[src/rtl/clock_pkg.sv]
// Shared types and limits for the digital clock timekeeping slice.
package clock_pkg;

  typedef enum logic [1:0] {
    RUN      = 2'd0,
    SET_HOUR = 2'd1,
    SET_MIN  = 2'd2
  } state_t;

  typedef logic [3:0] bcd_t;

  localparam int unsigned SEC_MAX = 59;
  localparam int unsigned MIN_MAX = 59;

endpackage

[src/rtl/bcd_counter.sv]
// Two-digit BCD modulo counter, 0..MAX, with synchronous clear and a
// combinational carry out when incrementing at MAX.
module bcd_counter
  import clock_pkg::*;
#(
  parameter int unsigned MAX = 59
) (
  input  logic       clk_in,
  input  logic       rst,
  input  logic       inc,
  input  logic       clr,
  output logic [3:0] tens,
  output logic [3:0] units,
  output logic       carry
);

  localparam bcd_t MAX_T = bcd_t'(MAX / 10);
  localparam bcd_t MAX_U = bcd_t'(MAX % 10);

  logic at_max;

  // Wrap is decided on the full two-digit value, not on units alone.
  assign at_max = (tens == MAX_T) && (units == MAX_U);
  assign carry  = inc & at_max;

  always_ff @(posedge clk_in) begin
    if (!rst) begin
      tens  <= '0;
      units <= '0;
    end else if (clr) begin
      tens  <= '0;
      units <= '0;
    end else if (inc) begin
      if (at_max) begin
        tens  <= '0;
        units <= '0;
      end else if (units == 4'd9) begin
        units <= '0;
        tens  <= tens + 4'd1;
      end else begin
        units <= units + 4'd1;
      end
    end
  end

endmodule

[src/rtl/clock_ctrl.sv]
// Run/set-mode controller: second-edge detect, mode FSM, blink, and the
// inc/clr steering into the seconds, minutes and hours counters.
module clock_ctrl
  import clock_pkg::*;
#(
  parameter int unsigned HOUR_MAX = 23
) (
  input  logic       clk_in,
  input  logic       rst,
  input  logic       tick_in,
  input  logic       btn_mode,
  input  logic       btn_inc,
  output logic [3:0] hour_t,
  output logic [3:0] hour_u,
  output logic [3:0] min_t,
  output logic [3:0] min_u,
  output logic [3:0] sec_t,
  output logic [3:0] sec_u,
  output logic [1:0] mode,
  output logic       blank_h,
  output logic       blank_m
);

  state_t state, next_state;
  logic   tick_q, sec_edge, blink;
  logic   sec_inc, sec_clr, sec_carry;
  logic   min_inc, min_carry;
  logic   hour_inc, hour_carry;

  // Loading tick_in during reset keeps release from looking like an edge.
  always_ff @(posedge clk_in) begin
    if (!rst) tick_q <= tick_in;
    else      tick_q <= tick_in;
  end

  assign sec_edge = tick_in & ~tick_q;

  always_ff @(posedge clk_in) begin
    if (!rst) state <= RUN;
    else      state <= next_state;
  end

  always_comb begin
    next_state = state;
    case (state)
      RUN:      if (btn_mode) next_state = SET_HOUR;
      SET_HOUR: if (btn_mode) next_state = SET_MIN;
      SET_MIN:  if (btn_mode) next_state = RUN;
      default:  next_state = RUN;
    endcase
  end

  // A mode press drops a coincident increment; leaving SET_MIN clears seconds.
  assign sec_inc  = (state == RUN) & sec_edge;
  assign sec_clr  = (state == SET_MIN) & btn_mode;
  assign min_inc  = (state == RUN) ? sec_carry
                                   : ((state == SET_MIN) & btn_inc & ~btn_mode);
  assign hour_inc = (state == RUN) ? min_carry
                                   : ((state == SET_HOUR) & btn_inc & ~btn_mode);

  always_ff @(posedge clk_in) begin
    if (!rst)
      blink <= 1'b0;
    else if (next_state != state)
      blink <= 1'b0;
    else if (((state == SET_HOUR) || (state == SET_MIN)) && sec_edge)
      blink <= ~blink;
  end

  bcd_counter #(.MAX(SEC_MAX)) u_sec (
    .clk_in (clk_in),
    .rst    (rst),
    .inc    (sec_inc),
    .clr    (sec_clr),
    .tens   (sec_t),
    .units  (sec_u),
    .carry  (sec_carry)
  );

  bcd_counter #(.MAX(MIN_MAX)) u_min (
    .clk_in (clk_in),
    .rst    (rst),
    .inc    (min_inc),
    .clr    (1'b0),
    .tens   (min_t),
    .units  (min_u),
    .carry  (min_carry)
  );

  bcd_counter #(.MAX(HOUR_MAX)) u_hour (
    .clk_in (clk_in),
    .rst    (rst),
    .inc    (hour_inc),
    .clr    (1'b0),
    .tens   (hour_t),
    .units  (hour_u),
    .carry  (hour_carry)
  );

  assign mode    = state;
  assign blank_h = (state == SET_HOUR) & blink;
  assign blank_m = (state == SET_MIN) & blink;

endmodule
[config.mk]
export PLATFORM = sky130hd
export DESIGN_NAME = clock_ctrl
export DESIGN_NICKNAME = d
export VERILOG_FILES = /design/src/rtl/clock_pkg.sv /design/src/rtl/bcd_counter.sv /design/src/rtl/clock_ctrl.sv
export SDC_FILE = /design/constraint.sdc
export NUM_CORES = 1
export LEC_CHECK = 0
export ABC_AREA = 1
export BUFFER_PORTS_ARGS = -buffer_cell sky130_fd_sc_hd__buf_2
export CAP_MARGIN = 5
export CORE_UTILIZATION = 50
export DETAILED_ROUTE_END_ITERATION = 8
export PLACE_DENSITY = 0.74
export SLEW_MARGIN = 0
export SYNTH_ARGS = -nofsm -noshare
export SYNTH_HDL_FRONTEND = slang
export SYNTH_HIERARCHICAL = 1
export SYNTH_SLANG_ARGS = --single-unit
[constraint.sdc]
create_clock -name clk_in -period 2.8 [get_ports clk_in]
set_clock_uncertainty 0.15 [all_clocks]
set_input_delay 0.42 -clock clk_in [delete_from_list [all_inputs] [get_ports clk_in]]
set_output_delay 0.42 -clock clk_in [all_outputs]
set_load 0.01 [all_outputs]
-- Yosys cells after proc, flatten, opt, wreduce, memory -nomap -nowiden
Index checks and enable logic that the tools add are counted.
- bits in registers: 28
- output and inout port bits: 28
- $add $sub $neg: 6
- equality and inequality tests: 10
- muxes and demuxes: 18
- bitwise operators: 15
- reduce and logical (&&, ||, !) cells: 14
- operators with widths (operator ; count):
    two-way mux 4 bit ; 12
    adder 4 x 1 -> 4 bit (second input constant) ; 6
    == test 4 bit (second input constant) ; 3
    bitwise AND 1 bit ; 11
    == test 4 x 2 -> 1 bit (second input constant) ; 2
    == test 4 x 3 -> 1 bit (second input constant) ; 2
    two-way mux 2 bit ; 3
    case mux 2 bit (3 select lines) ; 1
    AND reduction 2 bit ; 3
    nonzero test 2 bit ; 3
    logical AND 1 bit ; 4
    inverter 1 bit ; 4
    OR reduction 2 bit ; 2
    == test 2 x 1 -> 1 bit (second input constant) ; 1
    == test 2 bit (second input constant) ; 1
    zero test 2 bit ; 1
    two-way mux 1 bit ; 2
    != test 2 bit ; 1
    logical OR 1 bit ; 1

-- Logic depth before layout (Yosys ltp)
Gate-level depths: netlist of the first run.
- word-level depth: 8
- gate-level depth with buffers: 18
- mapped depth without buffers: 17

-- By module
The synthesis of the first run kept the hierarchy.
- modules (own cells, without submodules) (module ; instances ; cells each ; area an instance (sq um) ; seq. area each (sq um)):
    bcd_counter at u_min ... ; 2 ; 64 ; 442.9 ; 160.2
    bcd_counter at u_hour ; 1 ; 75 ; 531.8 ; 160.2
    clock_ctrl ; 1 ; 52 ; 327.8 ; 80.1

-- Least setup slack after synthesis of the first run
No wires, ideal clock.
- kind: reg-to-reg
- from: reg state[0] (netlist: mode[0])
- to: reg u_hour.units[3]
- arrival time: 2.746 ns
- setup slack: -0.160 ns
- cell stages (with the launch flop): 18
- clock period less this slack: 2.960 ns
- path through: dfxtp_1 > inv_1 > ha_1 > inv_1 > nor2_1 > nand4_1 > nor2_1 > nand2_1 > o21ai_0 > nand4_1 > nor2_1 > nand2_1 > o21ai_0 > buf_2 > nand2_1 > o21bai_1 > nand3_1 > nor2_1
- word-level cells in the longest chain between the ends: 6
- elaborated cells on any way between the ends: 12
- classes of those cells: 2 x eq/ne; 2 x mux; 7 x bitwise; 1 x reduce/logical
- ends and longest elaborated chain (item ; RTL line ; RTL):
    from (decl) ; clock_ctrl.sv:24 ; state_t state, next_state;
    from (signal assigned) ; clock_ctrl.sv:40 ; else state <= next_state;
    zero test 2 bit ; clock_ctrl.sv:54 ; assign sec_inc = (state == RUN) & sec_edge;
    bitwise AND 1 bit ; clock_ctrl.sv:54 ;
    via sec_inc ; clock_ctrl.sv:26 ; logic sec_inc, sec_clr, sec_carry;
    bitwise AND 1 bit ; bcd_counter.sv:24 ; assign carry = inc & at_max;
    via sec_carry ; clock_ctrl.sv:26 ;
    two-way mux 1 bit ; clock_ctrl.sv:56 ; assign min_inc = (state == RUN) ? sec_carry
    via min_inc ; clock_ctrl.sv:27 ; logic min_inc, min_carry;
    bitwise AND 1 bit ; bcd_counter.sv:24 ;
    via min_carry ; clock_ctrl.sv:27 ;
    two-way mux 1 bit ; clock_ctrl.sv:58 ; assign hour_inc = (state == RUN) ? min_carry
    via hour_inc ; clock_ctrl.sv:28 ; logic hour_inc, hour_carry;
    to (signal assigned) ; bcd_counter.sv:41 ; units <= units + 4'd1;
    to (decl) ; bcd_counter.sv:13 ; output logic [3:0] units,
The timed path passes the listed nets, and every way through them passes these cells.
A chain may end at the register's enable or synchronous reset.

-- Worst setup path in the final report of the first run
- from: reg state[0] (netlist: mode[0])
- to: reg u_hour.tens[0]
- word-level cells in the longest chain between the ends: 7
- elaborated cells on any way between the ends: 13
- classes of those cells: 2 x eq/ne; 2 x mux; 7 x bitwise; 2 x reduce/logical
- ends and longest elaborated chain (item ; RTL line ; RTL):
    zero test 2 bit ; clock_ctrl.sv:54 ;
    bitwise AND 1 bit ; clock_ctrl.sv:54 ;
    via sec_inc ; clock_ctrl.sv:26 ;
    bitwise AND 1 bit ; bcd_counter.sv:24 ;
    via sec_carry ; clock_ctrl.sv:26 ;
    two-way mux 1 bit ; clock_ctrl.sv:56 ;
    via min_inc ; clock_ctrl.sv:27 ;
    bitwise AND 1 bit ; bcd_counter.sv:24 ;
    via min_carry ; clock_ctrl.sv:27 ;
    two-way mux 1 bit ; clock_ctrl.sv:58 ;
    via hour_inc ; clock_ctrl.sv:28 ;
    AND reduction 2 bit (no line) ; - ;
    to (signal assigned) ; bcd_counter.sv:39 ; tens <= tens + 4'd1;
    to (decl) ; bcd_counter.sv:12 ; output logic [3:0] tens,
The timed path passes the listed nets, and every way through them passes these cells.

==> results.txt, run 1 <==
period utilization: 91.6%
Static Leak: 1.02 nW
Clock transition at path regs: 0.16 ns
via count: 1604
Initial Utilization: 52.2%
Max Root-Sink Buffers: 2
PortBufs: 32
Max Clk Rate: 390 MHz
clk sinks: 28
Top delay family on crit path: simple AND/OR/NAND/NOR gates
post-layout min period: 2.56 ns
Final Max Slew Viols: 0
GP Congestion: 0.826
via/cell ratio: 4.72
area of the mapped netlist: 0.00174 mm^2
DRC viols: 0
DRT iter0 DRCs: 57
DR WL/cell: 9.86 um
largest net degree at the start of global routing: 17
root buffer cell: clkbuf_4
number of global-route vias before repair: 1437
P&R area growth vs syn: 17.7%
Worst Hold Class: input pin to flop
most frequent cell on the critical path: nor2_1
syn_area_per_cell: 6.86 um^2
Post-Syn Instances: 254
# fillers: 336
setup tns final: 0 ns
endpoints failing setup: 0
Syn. warnings: 6
IO Pins: 33
first-pass GRT wire length: 5.62 mm
worst-path fanout max: 8
Max VDD drop: 261 uV
DP HPWL: 2.60 mm
Final Hold Viols: 0
Worst Path Arrival: 2.68 ns
final wirelength: 3.35 mm
Setup CP Type: flop to flop
gr usage total: 19.9%
PwrDens: 375 mW/mm^2
drt first pass iters: 4
crit path buf inv count: 4
max-cap violations: 0
CP Launch Type: flop
layout cells sized above 1: 21.8%
Die Span Y: 61.0 um
status: completed
Worst EP required: 2.92 ns
CTS tree: built
Die X-Extent: 61.0 um
nets: 316
grt ovf: 0
initial antenna violation count: 0
CTS Buf Count: 3
DIE AREA: 0.00372 mm^2
slowest cell delay on critical path: 0.38 ns
Std-Cell Rows: 21
core area: 0.00334 mm^2
crit path max-delay cell type: dfxtp_1
endpoint class of the critical path: flop
worst path cell trace: inv_1 -> ha_1 -> inv_1 -> nor2_2 -> nand4_1 -> nor2_1 -> nand2_1 -> o21ai_2 -> nand4_1 -> nor2_1 -> nand2_1 -> o21ai_2 -> buf_4 -> nand2_4 -> inv_4 -> nor2_1 -> nor2_1
H-tree levels: 1
clk_lat worst skew: 0.33 ns
setup ws final: 0.235 ns
ANT cells: 0
DP Worst Slack: 0.0115 ns
antenna violation net count after detailed routing: 0
==> state kept, by name (all words and copies together) (netlist names) <==
register      cells
u_min/units       4
tick_q            1
u_min/tens        4
mode              2
u_sec/tens        4
u_hour/tens       4
u_hour/units      4
blink             1
u_sec/units       4
==> placed cells by master (no fill, tap or decap), types with 4 or more instances in the layout <==
| cell | instances |
|---|---|
| nand2_1 | 62 |
| inv_1 | 43 |
| nor2_1 | 37 |
| buf_2 | 32 |
| dfxtp_1 | 28 |
| nand3_1 | 18 |
| ha_1 | 16 |
| nand4_1 | 7 |
| a21oi_1 | 5 |
| o21ai_2 | 4 |
| o21bai_1 | 4 |
| buf_4 | 4 |
| o21ai_0 | 4 |
==> metal layers <==
layer / GRT usage (%) / wire length (um) / up-vias
li1: - / - / 861
met1: 24.8 / 1650 / 713
met2: 35.7 / 1570 / 26
met3: 2.10 / 98 / 4
met4: 6.49 / 31 / 0
met5: 0 / 0 / -
==> path summary, 6_finish.rpt <==
| path | startpoint | end | slack [ns] | cells after the start |
|---|---|---|---|---|
| worst max register to register | mode[0] | u_hour/tens[0] | 0.24 | 17 |
| worst min register to register | u_hour/units[1] | u_hour/units[1] | 0.40 | 2 |
| worst max-delay path | mode[0] | u_hour/tens[0] | 0.24 | 17 |
| worst min-delay path | tick_in | tick_q | 0.08 | 1 |
==> power by group <==
group / total [mW] / switching, mW / leakage [nW] / internal, mW
Combinational: 0.0897 / 0.0564 / 0.761 / 0.0334
Sequential: 0.415 / 0.00851 / 0.227 / 0.406
Clock: 0.264 / 0.119 / 0.0279 / 0.145
==> stage by stage <==
step                hold slack (ns)  total power [mW]  cells  util (%)  area (um^2)
floorplan                     0.298             0.484    255         -         1750
global route                 0.0579             0.804    340      61.5         2050
finish                       0.0810             0.768    340      61.5         2050
global placement              0.375             0.511    334      59.3         1980
CTS                          0.0710             0.775    339      61.1         2040
detailed placement            0.384             0.513    334      59.3         1980
==> area by class of cell <==
class                      instances  area, um^2  area share (%)
multi-input combinational        181        1020            49.7
timing repair buffer              36         190            9.27
tap                               46        57.6            2.81
sequential                        28         561            27.3
clock buffer                       3        22.5            1.10
clock inverter                     1        30.0            1.46
inverter                          45         171            8.36
==> timing repair <==
item,CTS,global route
hold buffers,0,0
setup buffers,1,1
gates resized for setup,1,1
pin swaps,1,2
endpoints found under the setup margin,6,8
(Power assumes the default switching activity.)
==> inputs of run 2 (changes only) <==
ABC_AREA = not set   (was 1)
CORE_UTILIZATION = 48   (was 50)
PLACE_DENSITY = 0.72   (was 0.74)
SYNTH_HIERARCHICAL = not set   (was 1)
==> run 2 against run 1 <==
Worst hold slack improved by 0.022 ns. Clock power decreased by 27%. Core utilization decreased by 3.2 points. Via count decreased by 17%. Worst setup slack improved by 0.25 ns. Sequential power increased by 1%. Critical endpoint is now u_min.tens[1]. Maximum frequency increased by 11%. Combinational power decreased by 5.7%. Clock-buffer cell count increased by 1. Largest cell class unchanged. Total power decreased by 9.2%. Register-to-register slack improved by 0.25 ns. First-iteration DRC count increased by 56%.
==> results.txt, run 2 <==
Clock transition at path regs: 0.15 ns
Top delay family on crit path: simple AND/OR/NAND/NOR gates
Final Max Slew Viols: 0
drt first pass iters: 4
Unique masters post-synth: 41
Std-Cell Rows: 20
syn_area_per_cell: 8.94 um^2
initial antenna violation count: 0
grt ovf: 0
Post-synth EDFFs: 0
IO Pins: 33
Worst EP required: 2.92 ns
CTS Buf Count: 3
commonest non-fill, non-tap cell in the layout: buf_2
nets: 229
PwrDens: 389 mW/mm^2
slowest cell delay on critical path: 0.45 ns
max-cap violations: 0
antenna violation net count after detailed routing: 0
syn_nets: 196
top post-synthesis cells by area: dfxtp_1, ha_1, nor2_1, nand2_1, a21boi_1
Yosys reg bits: 28
Post-Syn Instances: 175
WHS: 0.103 ns
layout cells sized above 1: 21.3%
Final Core Density: 58.3%
Max Clk Rate: 433 MHz
worst-path fanout max: 13
GP Congestion: 0.820
final instance area: 0.00179 mm^2
core area: 0.00308 mm^2
CTS tree: built
DP HPWL: 2.42 mm
RSZ-0062 raised after global routing: false
largest net degree at the start of global routing: 27
post-synth top area cell: dfxtp_1
share of the synthesized area in the top cell type: 35.8%
ANT cells: 0
Worst Path Arrival: 2.43 ns
post-layout min period: 2.31 ns
via count: 1337
hold_buf cts: 0
commonest cells after routing, fill and taps aside: buf_2, dfxtp_1, nor2_1
Worst Hold Class: input pin to flop
first-pass GRT wire length: 5.46 mm
P&R area growth vs syn: 14.6%
status: completed
Die Span Y: 59.1 um
CP Launch Type: flop
sequential-to-total area share from yosys stat: 35.8%
Setup CP Type: flop to flop
placed cell areas: 0.00176 mm^2
Initial Utilization: 50.8%
crit path max-delay cell type: o31a_1
DIE AREA: 0.00349 mm^2
number of global-route vias before repair: 1300
Static Leak: 0.765 nW
placed cells: 247
root buffer cell: clkbuf_4
DRC viols: 0
Slew headroom: 68.3%
Die X-Extent: 59.1 um
PortBufs: 32
DR WL/cell: 12.5 um
most frequent cell after synthesis: dfxtp_1
Post-synth ARST share: 0%
endpoints failing setup: 0
gr usage total: 20.4%
final wirelength: 3.14 mm
post-CTS setup buffers: 0
Final Hold Viols: 0
Layout Cells excl Fill: 251
crit path buf inv count: 1
Max Root-Sink Buffers: 2
H-tree levels: 1
Primary FF master, synth: dfxtp_1
period utilization: 82.6%
clk sinks: 28
clk_lat worst skew: 0.32 ns
setup tns final: 0 ns
worst path cell trace: inv_1 -> ha_1 -> nand3b_2 -> o31a_1 -> nand2b_4 -> or3_1 -> a21boi_1
area of the mapped netlist: 0.00156 mm^2
Max VDD drop: 463 uV
via/cell ratio: 5.33
Worst Max-Slew Pin Slew: 0.474 ns
endpoint class of the critical path: flop
DRT iter0 DRCs: 89
synth cell count leaders: dfxtp_1, nor2_1, ha_1, nand2_1, inv_1
Syn. warnings: 0
post-CTS sizing: 0
## run 2: area by class of cell
cell class	count	area, um^2
clock buffer	4	36.3
fill	295	1280
inverter	10	37.5
multi-input combinational	133	943
sequential	28	561
tap	44	55.1
timing repair buffer	32	160
## run 2: worst register-to-register path: stages (launching register included)
cell and delay (ns):
dfxtp_1 0.39, inv_1 0.12, ha_1 0.31, nand3b_2 0.15
o31a_1 0.45, nand2b_4 0.21, or3_1 0.35, a21boi_1 0.14
## run 2: cell families after synthesis
logic type | synth area share (%)
compound gates | 12.5
xor+xnor | 3.92
fa+ha+maj | 12.8
buf+inv | 3.84
flops | 35.8
mux | 3.20
simple gates | 27.9
## run 2: report_power, final
group          switching, mW  leakage, nW  internal, mW
combinational         0.0492        0.518        0.0353
sequential            0.0116        0.226         0.407
clock                  0.114       0.0210        0.0796
total                  0.175        0.765         0.522
## run 2: final timing paths
path         cells after the start      startpoint              to  slack (ns)
min reg2reg                      2  u_hour.tens[3]  u_hour.tens[3]        0.36
min                              1         tick_in          tick_q        0.10
max reg2reg                      7         mode[0]   u_min.tens[1]        0.49
max                              7         mode[0]   u_min.tens[1]        0.49
## run 2: per-stage QoR
step                power [mW]  setup slack (ns)
floorplan                0.484             0.776
global placement         0.504             0.653
detailed placement       0.511             0.511
CTS                      0.707             0.469
global route             0.740             0.300
finish                   0.697             0.488
## run 2: layer usage
metal / wire, um / global-route usage (%) / vias up
li1: - / - / 679
met2: 1580 / 36.9 / 23
met3: 104 / 4.59 / 2
met1: 1440 / 24.8 / 633
met5: 0 / 0 / -
met4: 13 / 4.08 / 0
